==> config.mk <==
export PLATFORM = sky130hd
export DESIGN_NAME = alu_sequencer
export DESIGN_NICKNAME = d
export VERILOG_FILES = /design/src/rtl/alu_seq_pkg.sv /design/src/rtl/branch_cond.sv /design/src/rtl/alu_sequencer.sv
export SDC_FILE = /design/constraint.sdc
export NUM_CORES = 1
export LEC_CHECK = 0
export CAP_MARGIN = 0
export CELL_PAD_IN_SITES_DETAIL_PLACEMENT = 2
export CELL_PAD_IN_SITES_GLOBAL_PLACEMENT = 2
export CORE_MARGIN = 2
export CORE_UTILIZATION = 34
export DETAILED_ROUTE_END_ITERATION = 7
export DONT_BUFFER_PORTS = 1
export PLACE_DENSITY_LB_ADDON = 0.25
export SLEW_MARGIN = 30
export SYNTH_ARGS = -nofsm -noshare
export SYNTH_HDL_FRONTEND = slang
export SYNTH_SLANG_ARGS = --single-unit
==> constraint.sdc <==
create_clock -name clk -period 1.6 [get_ports clk]
set_clock_uncertainty 0.05 [all_clocks]
set_input_delay 0.32 -clock clk [delete_from_list [all_inputs] [get_ports clk]]
set_output_delay 0.32 -clock clk [all_outputs]
set_load 0.005 [all_outputs]
==> src/rtl/alu_seq_pkg.sv <==
// Shared opcode, state and ALU-control definitions for the ALU sequencer.
package alu_seq_pkg;

  localparam int OP_W = 4;

  localparam logic [OP_W-1:0] OP_NOP = 4'd0;
  localparam logic [OP_W-1:0] OP_ADD = 4'd1;
  localparam logic [OP_W-1:0] OP_SUB = 4'd2;
  localparam logic [OP_W-1:0] OP_NEG = 4'd3;
  localparam logic [OP_W-1:0] OP_BRZ = 4'd4;
  localparam logic [OP_W-1:0] OP_BRN = 4'd5;
  localparam logic [OP_W-1:0] OP_JMP = 4'd6;

  typedef enum logic [1:0] {
    S_IDLE = 2'd0,
    S_EXEC = 2'd1,
    S_DONE = 2'd2
  } state_t;

  typedef struct packed {
    logic add;
    logic neg;
    logic sub;
  } alu_ctrl_t;

  localparam alu_ctrl_t CTRL_NONE = '{add: 1'b0, neg: 1'b0, sub: 1'b0};
  localparam alu_ctrl_t CTRL_ADD  = '{add: 1'b1, neg: 1'b0, sub: 1'b0};
  localparam alu_ctrl_t CTRL_SUB  = '{add: 1'b1, neg: 1'b0, sub: 1'b1};
  localparam alu_ctrl_t CTRL_NEG  = '{add: 1'b1, neg: 1'b1, sub: 1'b0};

  function automatic logic is_alu_op(input logic [OP_W-1:0] op);
    return (op == OP_ADD) || (op == OP_SUB) || (op == OP_NEG);
  endfunction

  function automatic logic is_illegal(input logic [OP_W-1:0] op);
    return op > OP_JMP;
  endfunction

  // Never yields sub and neg together; that pairing is undefined at the ALU.
  function automatic alu_ctrl_t ctrl_for(input logic [OP_W-1:0] op);
    case (op)
      OP_ADD:  return CTRL_ADD;
      OP_SUB:  return CTRL_SUB;
      OP_NEG:  return CTRL_NEG;
      default: return CTRL_NONE;
    endcase
  endfunction

endpackage

==> src/rtl/branch_cond.sv <==
// Combinational branch resolution against the stored ALU flags.
module branch_cond
  import alu_seq_pkg::*;
(
  input  logic [OP_W-1:0] i_op,
  input  logic            i_flag_z,
  input  logic            i_flag_n,
  output logic            o_taken
);

  always_comb begin
    // NOTE: default first so every path assigns o_taken and no latch is inferred.
    o_taken = 1'b0;
    case (i_op)
      OP_BRZ:  o_taken = i_flag_z;
      OP_BRN:  o_taken = i_flag_n;
      OP_JMP:  o_taken = 1'b1;
      default: o_taken = 1'b0;
    endcase
  end

endmodule

==> src/rtl/alu_sequencer.sv <==
// Issues ALU ops over a valid/ready handshake, captures results/flags,
// resolves branches and owns the program counter.
module alu_sequencer
  import alu_seq_pkg::*;
#(
  parameter int          DATA_W   = 32,
  parameter int          PC_W     = 8,
  parameter int unsigned RESET_PC = 0
) (
  input  logic              clk,
  input  logic              rst_n,
  input  logic              instr_valid,
  output logic              instr_ready,
  input  logic [OP_W-1:0]   instr_op,
  input  logic [PC_W-1:0]   instr_tgt,
  output logic              alu_add,
  output logic              alu_neg,
  output logic              alu_sub,
  input  logic [DATA_W-1:0] alu_out,
  input  logic              alu_z,
  input  logic              alu_n,
  output logic              res_valid,
  input  logic              res_ready,
  output logic [DATA_W-1:0] res_data,
  output logic              flag_z,
  output logic              flag_n,
  output logic [PC_W-1:0]   pc,
  output logic              branch_taken,
  output logic              illegal_op
);

  localparam logic [PC_W-1:0] PC_RST = PC_W'(RESET_PC);
  localparam logic [PC_W-1:0] PC_INC = PC_W'(1);

  state_t            r_state;
  alu_ctrl_t         r_ctrl;
  logic [PC_W-1:0]   r_pc;
  logic [DATA_W-1:0] r_res_data;
  logic              r_flag_z;
  logic              r_flag_n;
  logic              r_res_valid;
  logic              r_branch_taken;
  logic              r_illegal;
  logic              w_taken;

  branch_cond u_branch_cond (
    .i_op     (instr_op),
    .i_flag_z (r_flag_z),
    .i_flag_n (r_flag_n),
    .o_taken  (w_taken)
  );

  // NOTE: sequential state uses non-blocking assignments so every register
  // samples pre-edge values regardless of statement order.
  always_ff @(posedge clk or negedge rst_n) begin
    if (!rst_n) begin
      r_state        <= S_IDLE;
      r_ctrl         <= CTRL_NONE;
      r_pc           <= PC_RST;
      r_res_data     <= '0;
      r_flag_z       <= 1'b0;
      r_flag_n       <= 1'b0;
      r_res_valid    <= 1'b0;
      r_branch_taken <= 1'b0;
      r_illegal      <= 1'b0;
    end else begin
      r_branch_taken <= 1'b0;
      case (r_state)
        S_IDLE: begin
          if (instr_valid) begin
            if (is_alu_op(instr_op)) begin
              r_state <= S_EXEC;
              r_ctrl  <= ctrl_for(instr_op);
            end else begin
              if (w_taken) begin
                r_pc           <= instr_tgt;
                r_branch_taken <= 1'b1;
              end else begin
                r_pc <= r_pc + PC_INC;
              end
              if (is_illegal(instr_op)) r_illegal <= 1'b1;
            end
          end
        end
        S_EXEC: begin
          r_res_data  <= alu_out;
          r_flag_z    <= alu_z;
          r_flag_n    <= alu_n;
          r_ctrl      <= CTRL_NONE;
          r_res_valid <= 1'b1;
          r_state     <= S_DONE;
        end
        S_DONE: begin
          if (res_ready) begin
            r_pc        <= r_pc + PC_INC;
            r_res_valid <= 1'b0;
            r_state     <= S_IDLE;
          end
        end
        default: begin
          r_state <= S_IDLE;
          r_ctrl  <= CTRL_NONE;
        end
      endcase
    end
  end

  assign instr_ready  = (r_state == S_IDLE);
  assign alu_add      = r_ctrl.add;
  assign alu_neg      = r_ctrl.neg;
  assign alu_sub      = r_ctrl.sub;
  assign res_valid    = r_res_valid;
  assign res_data     = r_res_data;
  assign flag_z       = r_flag_z;
  assign flag_n       = r_flag_n;
  assign pc           = r_pc;
  assign branch_taken = r_branch_taken;
  assign illegal_op   = r_illegal;

endmodule

# Word level (Yosys, flattened, before mapping)
# Cells that the tools add are included.
# Widths: inputs -> output; s select.
# totals
in_bits	50
ff_bits	50
# op_classes
n_reduce_logical	10
order_cmp	1
n_mux	20
n_eq_ne	12
bitwise_logic	2
add_sub_neg	1
# ops
cell	n
$mux 8	4
$pmux 8 s2	1
$eq 4x3->1 const B	3
$pmux 3 s3	1
$add 8x1->8 const B	1
$eq 4x2->1 const B	2
$reduce_and 4->1	2
$mux 2	3
$mux 3	2
$ne 2x2->1 const B	3
$pmux 2 s3	1
$pmux 3 s2	1
$reduce_and 3->1	2
$mux 1	5
$eq 4x1->1 const B	1
$gt 4x3->1 const B	1
$reduce_bool 2->1	2
$pmux 1 s3	1
$eq 2x1->1 const B	1
$eq 2x2->1 const B	1
$logic_not 2->1	1
$logic_or 1x1->1	2
$ne 2x1->1 const B	1
$not 1->1	2
other kinds (2)	2

# Depth between registers and ports, before layout
# Gate-level depths: netlist of the first run.
# depth
depth_word	6
depth_mapped	5

# Modules after synthesis
# A second synthesis of the first run with hierarchy kept.
# hier_totals
cells_unflattened	165
area_unflattened_um2	2208.4
# modules_own_cells
mod	n_inst	cells_per_inst	area_per_inst_um2
alu_sequencer	1	161	2182.1
branch_cond	1	4	26.3

# Worst setup path before layout of the first run
# No wires, ideal clock.
# synth_path
path_kind	reg-to-reg
startpoint	register r_state[1]
endpoint	register r_pc[7], in the netlist pc[7]
arrival_time_ns	1.472
setup_ns	0.082
slack_ns	-0.004
path_stages_with_launch	5
cell_sequence	dfrtp_1 nor2b_1 a211oi_4 mux2_2 a22oi_2
# synth_between
elab_chain_len	3
# synth_rtl
item	line	source
start, declared	alu_sequencer.sv:35	state_t r_state;
start signal, assigned	alu_sequencer.sv:57	r_state <= S_IDLE;
start signal, assigned	alu_sequencer.sv:72	r_state <= S_EXEC;
start signal, assigned	alu_sequencer.sv:91	r_state <= S_DONE;
$eq 2x2->1 or $logic_not 2->1 (tied branches)	alu_sequencer.sv:68	case (r_state)
$ne 2x2->1 (no line) or $reduce_bool 2->1 (tied branches)	n/a	
$reduce_and 4->1 (no line)	n/a	
end signal, assigned	alu_sequencer.sv:76	r_pc <= instr_tgt;
end signal, assigned	alu_sequencer.sv:79	r_pc <= r_pc + PC_INC;
end signal, assigned	alu_sequencer.sv:95	r_pc <= r_pc + PC_INC;
end, declared	alu_sequencer.sv:37	logic [PC_W-1:0] r_pc;
# Parallel ways exist; a longest one is shown, timed or not.
# A chain may end at the register's enable or synchronous reset.

# Worst setup path in the final report of the first run
# Ends and elaborated chain as after synthesis.

==> results list, run 1 <==
* Crit path time final: ~1.6 ns
- Final HPWL from detailed placement: 4140 um
- Among all flip-flop cells after synthesis, the most frequent one is sky130_fd_sc_hd__dfrtp_1.
- The mapped netlist covers ~2200 um^2.
- After routing the design area is roughly 2600 um^2.
* Type of origin of the critical path: flop
- Power per Cell Area: ~1400 nW/um^2
* Syn Area/Cell: 12.9 um^2
- The initialized floorplan defines 29 standard-cell rows.
- The share of total power dissipated in combinational logic is 0.218.
- The cell count after synthesis came out at around 170.
- At the later pin of the worst-skew pair, clock insertion delay measures 0.29 ns.
- Setup repair after global routing missed its margin: true
* Hold slack final: roughly 0.12 ns
- The floorplan step defined a core boundary enclosing 6350 um^2.
- CTS saw 50 sinks.
- Area growth, synth to finish: 15.7%
- Violation count after the first detailed-route iteration: 69
* Clock root cell: sky130_fd_sc_hd__clkbuf_8
- Remaining number of nets flagged by the antenna check after routing: 0
- Overall die width: about 85 um
- Cell variety after synth: 33
- In the final layout, flip-flops and latches occupy 1250 um^2.
- In the post-synthesis netlist, the biggest area contributors are sky130_fd_sc_hd__dfrtp_1 (56%), sky130_fd_sc_hd__mux2_2 (18%), sky130_fd_sc_hd__mux2i_1 (3.6%).
- Headroom to the max-slew limit came out at 0.774.
- At the pin with the least slew margin, the transition time is about 0.34 ns.
- Deepest clock path buffer count: 2
* First-pass GRT wire length: ~8800 um
* Synth Net Count: ~220
- After the last flow step, the layout net total stands at between 200 and 250.
- Max rail drop VDD: 0.000507 V
* Number of enable flip-flop cells after synthesis: 0
- FF+latch count, synth: 50
- Total via count in the routed design: between 1,000 and 1,500
- Clock slew seen by the registers of the worst setup and hold paths: 0.09 ns
* Register area share after synthesis: 0.562
- For this run, the number of standard cells in the final layout without fillers is approximately 260.
* Pin count of the biggest net entering global routing: 51
* Area after detailed placement: about 2400 um^2
- Count of final setup violators: 0
- Global-route congestion overflow total: 0
* Crit path required time: 1.77 ns
* Residual DRC count: 0
- Portion of total power attributed to sequential cells: 0.539
* Maximum operating frequency: 641 MHz
- The tool flagged a number of max-cap violations equal to 0.
- Max Fanout on Critical Path: 3
- Critical Setup Path Class: flop to flop
- For this design the total switching power over the nets is 0.00114 W.
* # H-tree levels: 2
- The Yosys step of the flow raised 0 warnings.
- Of the cells placed in the final design, the portion with a size suffix greater than 1 is 0.390.
* Ports: 99
- By instance count, the leading cell after synthesis is sky130_fd_sc_hd__dfrtp_1.
* CTS Buf Count: 5
* Die height: 84.9 um
- The via count of the first global-routing pass came to ~1,600.
* Final Cycle Share: 0.975
- Cell-internal power: ~0.0026 W
* Detailed-route vias per instance: ~5.5
- Most frequent cells after synthesis: sky130_fd_sc_hd__dfrtp_1 (50), sky130_fd_sc_hd__mux2_2 (36), sky130_fd_sc_hd__inv_1 (12)
- The initial antenna violation count is 0.
- For the worst setup path, the data arrival time is between 1.5 and 2 ns.
- Number of endpoints with negative hold slack in the final report: 0
- Utilization after layout: 0.406
- Antenna cell count: 0
- Area of the multi-input gates: approximately 910 um^2
* Yosys top cell area share: 0.562
- Crit. End Element: flop
- The floorplan step defined a die boundary enclosing 7210 um^2.
- P_leak: 1.14 nW
* Flip-flop count of the largest register, all copies and words added: 32
* Worst min path class: input port to flop
* GR Util All Layers: 0.158
- Of all cell types, the one taking the most synthesized area is sky130_fd_sc_hd__dfrtp_1.
* Iteration count of the initial detailed-routing pass: 4
- For this configuration, the core starts out at a cell density of 0.351.
- Dividing the detail-routed wire length by the instance count gives roughly 21 um.
- Final RePlAce weighted congestion: slightly below 0.8
- Filler Cell Count: 650
- The final number of max-transition violations came to 0.
- Cells after DPL: 253
- CTS tree: yes
* Result of the run: finished, final reports clean
- Summed over all layers, the routed wires come to approximately 5500 um.
- Proportion of total power due to net switching: 0.306
* Clock network fraction of total power: 0.244
- Number of port buffers: 0
* Fraction of registers with async set or reset after synthesis: 1.00
==> cells by family after synthesis <==
group                    synth area share
multiplexers                        0.218
AO/OA/AOI/OAI                      0.0928
buffers and inverters              0.0416
flip-flops                          0.562
adder cells (fa/ha/maj)           0.00562
AND/OR/NAND/NOR                    0.0798
==> path summary, 6_finish.rpt <==
check / cells after the start / from / endpoint / slack [ns]
max: 5 / r_state[1] / pc[7] / 0.04
max reg2reg: 5 / r_state[1] / pc[7] / 0.04
min: 1 / alu_n / flag_n / 0.12
min in group asynchronous: 2 / rst_n / flag_n / 0.48
max in group asynchronous: 2 / rst_n / res_data[0] / 0.80
min reg2reg: 1 / res_data[22] / res_data[22] / 0.49
==> layer usage <==
metal | track usage | wire, um | vias to the layer above
li1 | - | - | 643
met1 | 0.181 | 2130 | 722
met2 | 0.287 | 2940 | 70
met3 | 0.0467 | 400 | 4
met4 | 0.0433 | 63 | 0
met5 | 0 | 0 | -
==> cells in the final DEF, fill, tap and decap left out, drive strengths merged <==
cell         Yosys  layout
dfrtp           50      50
mux2            36      36
buf              6      15
inv             12      12
nor2             9       9
mux2i            8       8
clkbuf           2       6
o22ai            6       6
a22oi            5       5
nand4            4       4
a21oi            4       4
and3             4       4
nand2            3       3
nor3             3       3
nand3            3       3
a31o             2       2
o2bb2ai          2       2
nor2b            2       2
o311a            1       1
or2              1       1
o21bai           1       1
nand3b           1       1
nand2b           1       1
a211oi           1       1
and2             1       1
a31oi            1       1
a2bb2oi          1       1
a21o             1       1
ha               1       1
bufinv           0       1
dlygate4sd3      0       1
==> stage by stage <==
step | TNS [ns] | power (W) | setup WS (ns)
final | 0 | 0.00373 | 0.0397
after detailed placement | 0 | 0.00283 | 0.00821
after global routing | -0.0446 | 0.00400 | -0.0259
after floorplan | 0 | 0.00250 | 0.00669
after global placement | 0 | 0.00272 | 0.0760
after CTS | -0.0174 | 0.00379 | -0.0164
==> worst max-delay path: stages, from the launching register on <==
cell	delay, ns
sky130_fd_sc_hd__dfrtp_1	0.39
sky130_fd_sc_hd__nor2b_4	0.14
sky130_fd_sc_hd__a211oi_4	0.29
sky130_fd_sc_hd__buf_4	0.17
sky130_fd_sc_hd__mux2_4	0.29
sky130_fd_sc_hd__a22oi_2	0.17
==> cell type report <==
type	count	share of cell area
Sequential cell	50	0.487
Inverter	12	0.0175
Multi-Input combinational cell	102	0.353
Clock buffer	6	0.0321
Clock inverter	1	0.0117
Tap cell	77	0.0374
Timing Repair Buffer	16	0.0617
==> power by group through the flow <==
stage | Clock (W) | Combinational, W | Sequential (W)
2_1_floorplan | 0 | 0.000565 | 0.00193
6_report | 0.000907 | 0.000811 | 0.00201
4_1_cts | 0.000949 | 0.000823 | 0.00202
3_3_place_gp | 0 | 0.000703 | 0.00201
5_1_grt | 0.00101 | 0.000908 | 0.00208
3_5_place_dp | 0 | 0.000781 | 0.00205
==> timing repair <==
action                     4_1_cts  5_1_grt
pin swaps                        0        2
hold endpoints to repair        50        0
hold buffers                     2        0
setup buffers                    0        2
setup endpoints to repair        2        8
gates resized for setup          0        6
Note: power is estimated with default switching activity, not from simulation.
==> run 2, diff against run 1 <==
--- a/config.mk
+++ b/config.mk
@@ -12,7 +12,7 @@
 export CORE_UTILIZATION = 34
 export DETAILED_ROUTE_END_ITERATION = 7
 export DONT_BUFFER_PORTS = 1
-export PLACE_DENSITY_LB_ADDON = 0.25
+export PLACE_DENSITY = 0.75
 export SLEW_MARGIN = 30
 export SYNTH_ARGS = -nofsm -noshare
 export SYNTH_HDL_FRONTEND = slang
==> run 2 against run 1 <==
Final cell count increased by 0.38%. Register-to-register slack improved by 0.04 ns. Critical path depth increased by 1. Setup slack improved by 0.036 ns. Flip-flop and latch count unchanged. Maximum frequency increased by 2.4%. First-iteration DRC count decreased by 28%. Sequential share of layout area decreased by 0.52 points. Sequential power about the same. Combinational power increased by 2%. Largest cell class unchanged. Largest power group unchanged. Highest routed layer unchanged.
==> results list, run 2 (synthesis results as in run 1) <==
- Pin count of the biggest net entering global routing: 51 (unchanged)
* Result of the run: finished, final reports clean (unchanged)
- The residual overflow from global routing is 0 (unchanged).
- The global-route track usage on met3 is 0.0545 (was 0.0467).
- The number of cell rows was 29 (unchanged).
- Worst min path class: input port to flop (unchanged)
- Die Area: 7210 um^2 (unchanged)
- The length of the first detailed-routing pass in iterations was 4 (unchanged).
- Detailed-route vias per instance: 5.48 (was 5.45)
- Longest individual stage delay on the worst path: 0.40 ns (was 0.39 ns)
- The met1 track demand over resource is 0.172 (was 0.181).
- CTS Buf Count: 5 (unchanged)
* Max cap viols: 0 (unchanged)
- Worst hold path cell count: 1 (unchanged)
- CTS tree: yes (unchanged)
* Starting density of the core: 0.351 (unchanged)
* Crit. End Element: flop (unchanged)
- Worst slew margin relative to its limit: 0.771 (was 0.774)
* Most frequent standard cell in the layout excluding fill and tap cells: sky130_fd_sc_hd__dfrtp_1 (unchanged)
- Critical-path cell list: nor2b_4 > a211oi_4 > buf_6 > buf_12 > mux2i_1 > a22oi_1 (was nor2b_4 > a211oi_4 > buf_4 > mux2_4 > a22oi_2)
- The number of cell instances on the worst register-to-register path is 6 (was 5).
- GR Util met2: 0.273 (was 0.287)
- Clock slew seen by the registers of the worst setup and hold paths: 0.09 ns (about the same)
* Average detailed-routed wire length per instance: 20.2 um (was 21.0 um)
* Violation count after the first detailed-route iteration: 50 (was 69)
- The count of inserted antenna diode cells is 0 (unchanged).
- Clock insertion delay at the later pin of the skew report: 0.29 ns (about the same)
- The achievable clock frequency was 656 MHz (was 641 MHz).
- The terminating pin of the worst hold path was res_data[28] (was flag_n).
- Initial antenna violation count: 0 (unchanged)
* HP Start: alu_out[28] (was alu_n)
- The type of element launching the critical path is a flop (unchanged).
* Flip-flop count of the largest register, all copies and words added: 32 (unchanged)
* Utilization after layout: 0.409 (was 0.406)
- The number of DRC violations after detailed routing was 0 (unchanged).
* Via count of the first global-routing pass: 1,656 (was 1,635)
- The y dimension of the die came to 84.9 um (unchanged).
* Layout cells sized above 1: 0.383 (was 0.390)
- The most utilized layer in the global route result is met2 (unchanged).
- Slowest-stage cell, CP: sky130_fd_sc_hd__dfrtp_1 (unchanged)
- P_leak: 1.15 nW (was 1.14 nW)
- Clk sinks: 50 (unchanged)
- The global placer's final weighted congestion is 0.751 (was 0.770).
- The final period utilization came to 0.953 (was 0.975).
- The total detailed-routing wirelength was 5350 um (was 5530 um).
* Crit path time final: 1.52 ns (was 1.56 ns)
- Overall die width: 84.9 um (unchanged)
- R2R setup slack: 0.08 ns (was 0.04 ns)
* Slew @ Worst Pin: 0.341 ns (was 0.338 ns)
* Critical R2R Launch: r_state[1] (unchanged)
- Leading cell types in the layout, fill and taps excluded: sky130_fd_sc_hd__dfrtp_1 (49), sky130_fd_sc_hd__mux2_2 (35), sky130_fd_sc_hd__inv_1 (12), sky130_fd_sc_hd__buf_4 (10) (was sky130_fd_sc_hd__dfrtp_1 (48), sky130_fd_sc_hd__mux2_2 (35), sky130_fd_sc_hd__inv_1 (12), sky130_fd_sc_hd__buf_4 (12), sky130_fd_sc_hd__nor2_1 (9)).
* Core Footprint: 6350 um^2 (unchanged)
- Total via count in the routed design: 1,453 (was 1,439)
* First-pass GRT wire length: 8740 um (was 8780 um)
- # H-tree levels: 2 (unchanged)
- The overall fraction of global-route tracks in use came to 0.150 (was 0.158).
- Final HPWL from detailed placement: 4100 um (was 4140 um)
- The number of buffers between clock root and the deepest sink was 2 (unchanged).
- The hold violation total from the final report was 0 (unchanged).
- The path type of the worst setup path is flop to flop (unchanged).
- The highest net fanout along the worst path was 7 (was 3).
- The areal power density over the cells came to 1420 nW/um^2 (was 1450 nW/um^2).
* Hold slack final: 0.121 ns (was 0.119 ns)
- The signed area change from the synthesized netlist to the final layout came to 16.8% (was 15.7%).
- Endpoint of the most critical register-to-register path: pc[5] (was pc[7])
* Remaining number of nets flagged by the antenna check after routing: 0 (unchanged)
* Ports: 99 (unchanged)
- Clock root cell: sky130_fd_sc_hd__clkbuf_8 (unchanged)
- The worst path arrival time is 1.64 ns (was 1.74 ns).
- Number of port buffers: 0 (unchanged)
- The net total in the final layout came to 238 (unchanged).
- The total setup violations reported at the end of the flow came to 0 (unchanged).
* Final count of pins violating max slew: 0 (unchanged)
* Crit path required time: 1.71 ns (was 1.77 ns)
- The maximum VDD drop came to 0.000713 V (was 0.000507 V).
* Total Negative Setup Slacks: 0 ns (unchanged)
run 2: cell types whose count changed in the layout (fill, tap and decap cells not counted):
cell,delta
sky130_fd_sc_hd__buf_4,-2
sky130_fd_sc_hd__buf_12,+1
sky130_fd_sc_hd__clkbuf_1,+1
sky130_fd_sc_hd__clkbuf_16,+1
sky130_fd_sc_hd__clkbuf_8,-1
sky130_fd_sc_hd__clkinvlp_4,+1
sky130_fd_sc_hd__dfrtp_1,+1
sky130_fd_sc_hd__dfrtp_2,-1
sky130_fd_sc_hd__nor2_1,-1
sky130_fd_sc_hd__nor2_2,+1
sky130_fd_sc_hd__o21bai_1,+1
sky130_fd_sc_hd__o21bai_2,-1
run 2: worst max path at each step:
stage                     start    end  slack [ns]  depth (start not counted)
detailed placement   r_state[1]  pc[5]        0.04                          5
CTS                  r_state[1]  pc[0]        0.01                          6
global placement    instr_op[0]  pc[6]        0.11                          5
floorplan            r_state[1]  pc[4]       0.007                          5
finish               r_state[1]  pc[5]        0.08                          6
global route         r_state[1]  pc[0]      -0.007                          6
run 2: critical path: cells and delay by family (launching register included):
family                 cells  cell delay, ns
buffers and inverters      2            0.29
DFF                        1            0.40
muxes                      1            0.19
and+or+nand+nor            1            0.15
AOI/OAI and AO/OA          2            0.32
run 2: area by class of cell:
type	count	area (um^2)
Fill cell	642	3750
Sequential cell	50	1250
Multi-Input combinational cell	102	907
Timing Repair Buffer	16	189
Tap cell	77	96.3
Clock buffer	6	72.6
Inverter	12	45.0
Clock inverter	2	37.5
run 2: layer usage:
layer | routed length (um) | up-vias | part of all wire
met5 | 0 | - | 0
met2 | 2890 | 67 | 0.54
li1 | - | 644 | -
met3 | 438 | 2 | 0.082
met1 | 2000 | 740 | 0.37
met4 | 22 | 0 | 0.0041
run 2: stage by stage:
| step | power [W] | cells | instance area (um^2) | setup slack, ns |
|---|---|---|---|---|
| after floorplan | 0.00250 | 172 | 2240 | 0.00669 |
| after global placement | 0.00272 | 253 | 2400 | 0.109 |
| after detailed placement | 0.00284 | 253 | 2400 | 0.0354 |
| after CTS | 0.00375 | 263 | 2550 | 0.0103 |
| after global routing | 0.00396 | 265 | 2600 | -0.00679 |
| final | 0.00370 | 265 | 2600 | 0.0757 |
run 2: repair_timing:
item,in CTS,in global routing
resized for setup,0,5
setup endpoints to repair,0,8
buffers inserted,0,1
endpoints found under the hold margin,50,0
hold buffers,2,0
run 2: power by group:
part | switching (W) | internal [W] | leakage [nW]
Sequential | 0.000372 | 0.00164 | 0.595
Clock | 0.000400 | 0.000467 | 0.0514
Combinational | 0.000364 | 0.000460 | 0.498
==> run 3, diff against run 2 <==
--- a/config.mk
+++ b/config.mk
@@ -5,6 +5,7 @@
 export SDC_FILE = /design/constraint.sdc
 export NUM_CORES = 1
 export LEC_CHECK = 0
+export ABC_CLOCK_PERIOD_IN_PS = 1600
 export CAP_MARGIN = 0
 export CELL_PAD_IN_SITES_DETAIL_PLACEMENT = 2
 export CELL_PAD_IN_SITES_GLOBAL_PLACEMENT = 2
==> results of run 3 <==
Final layout, timing and power as in run 2 (identical DEF).
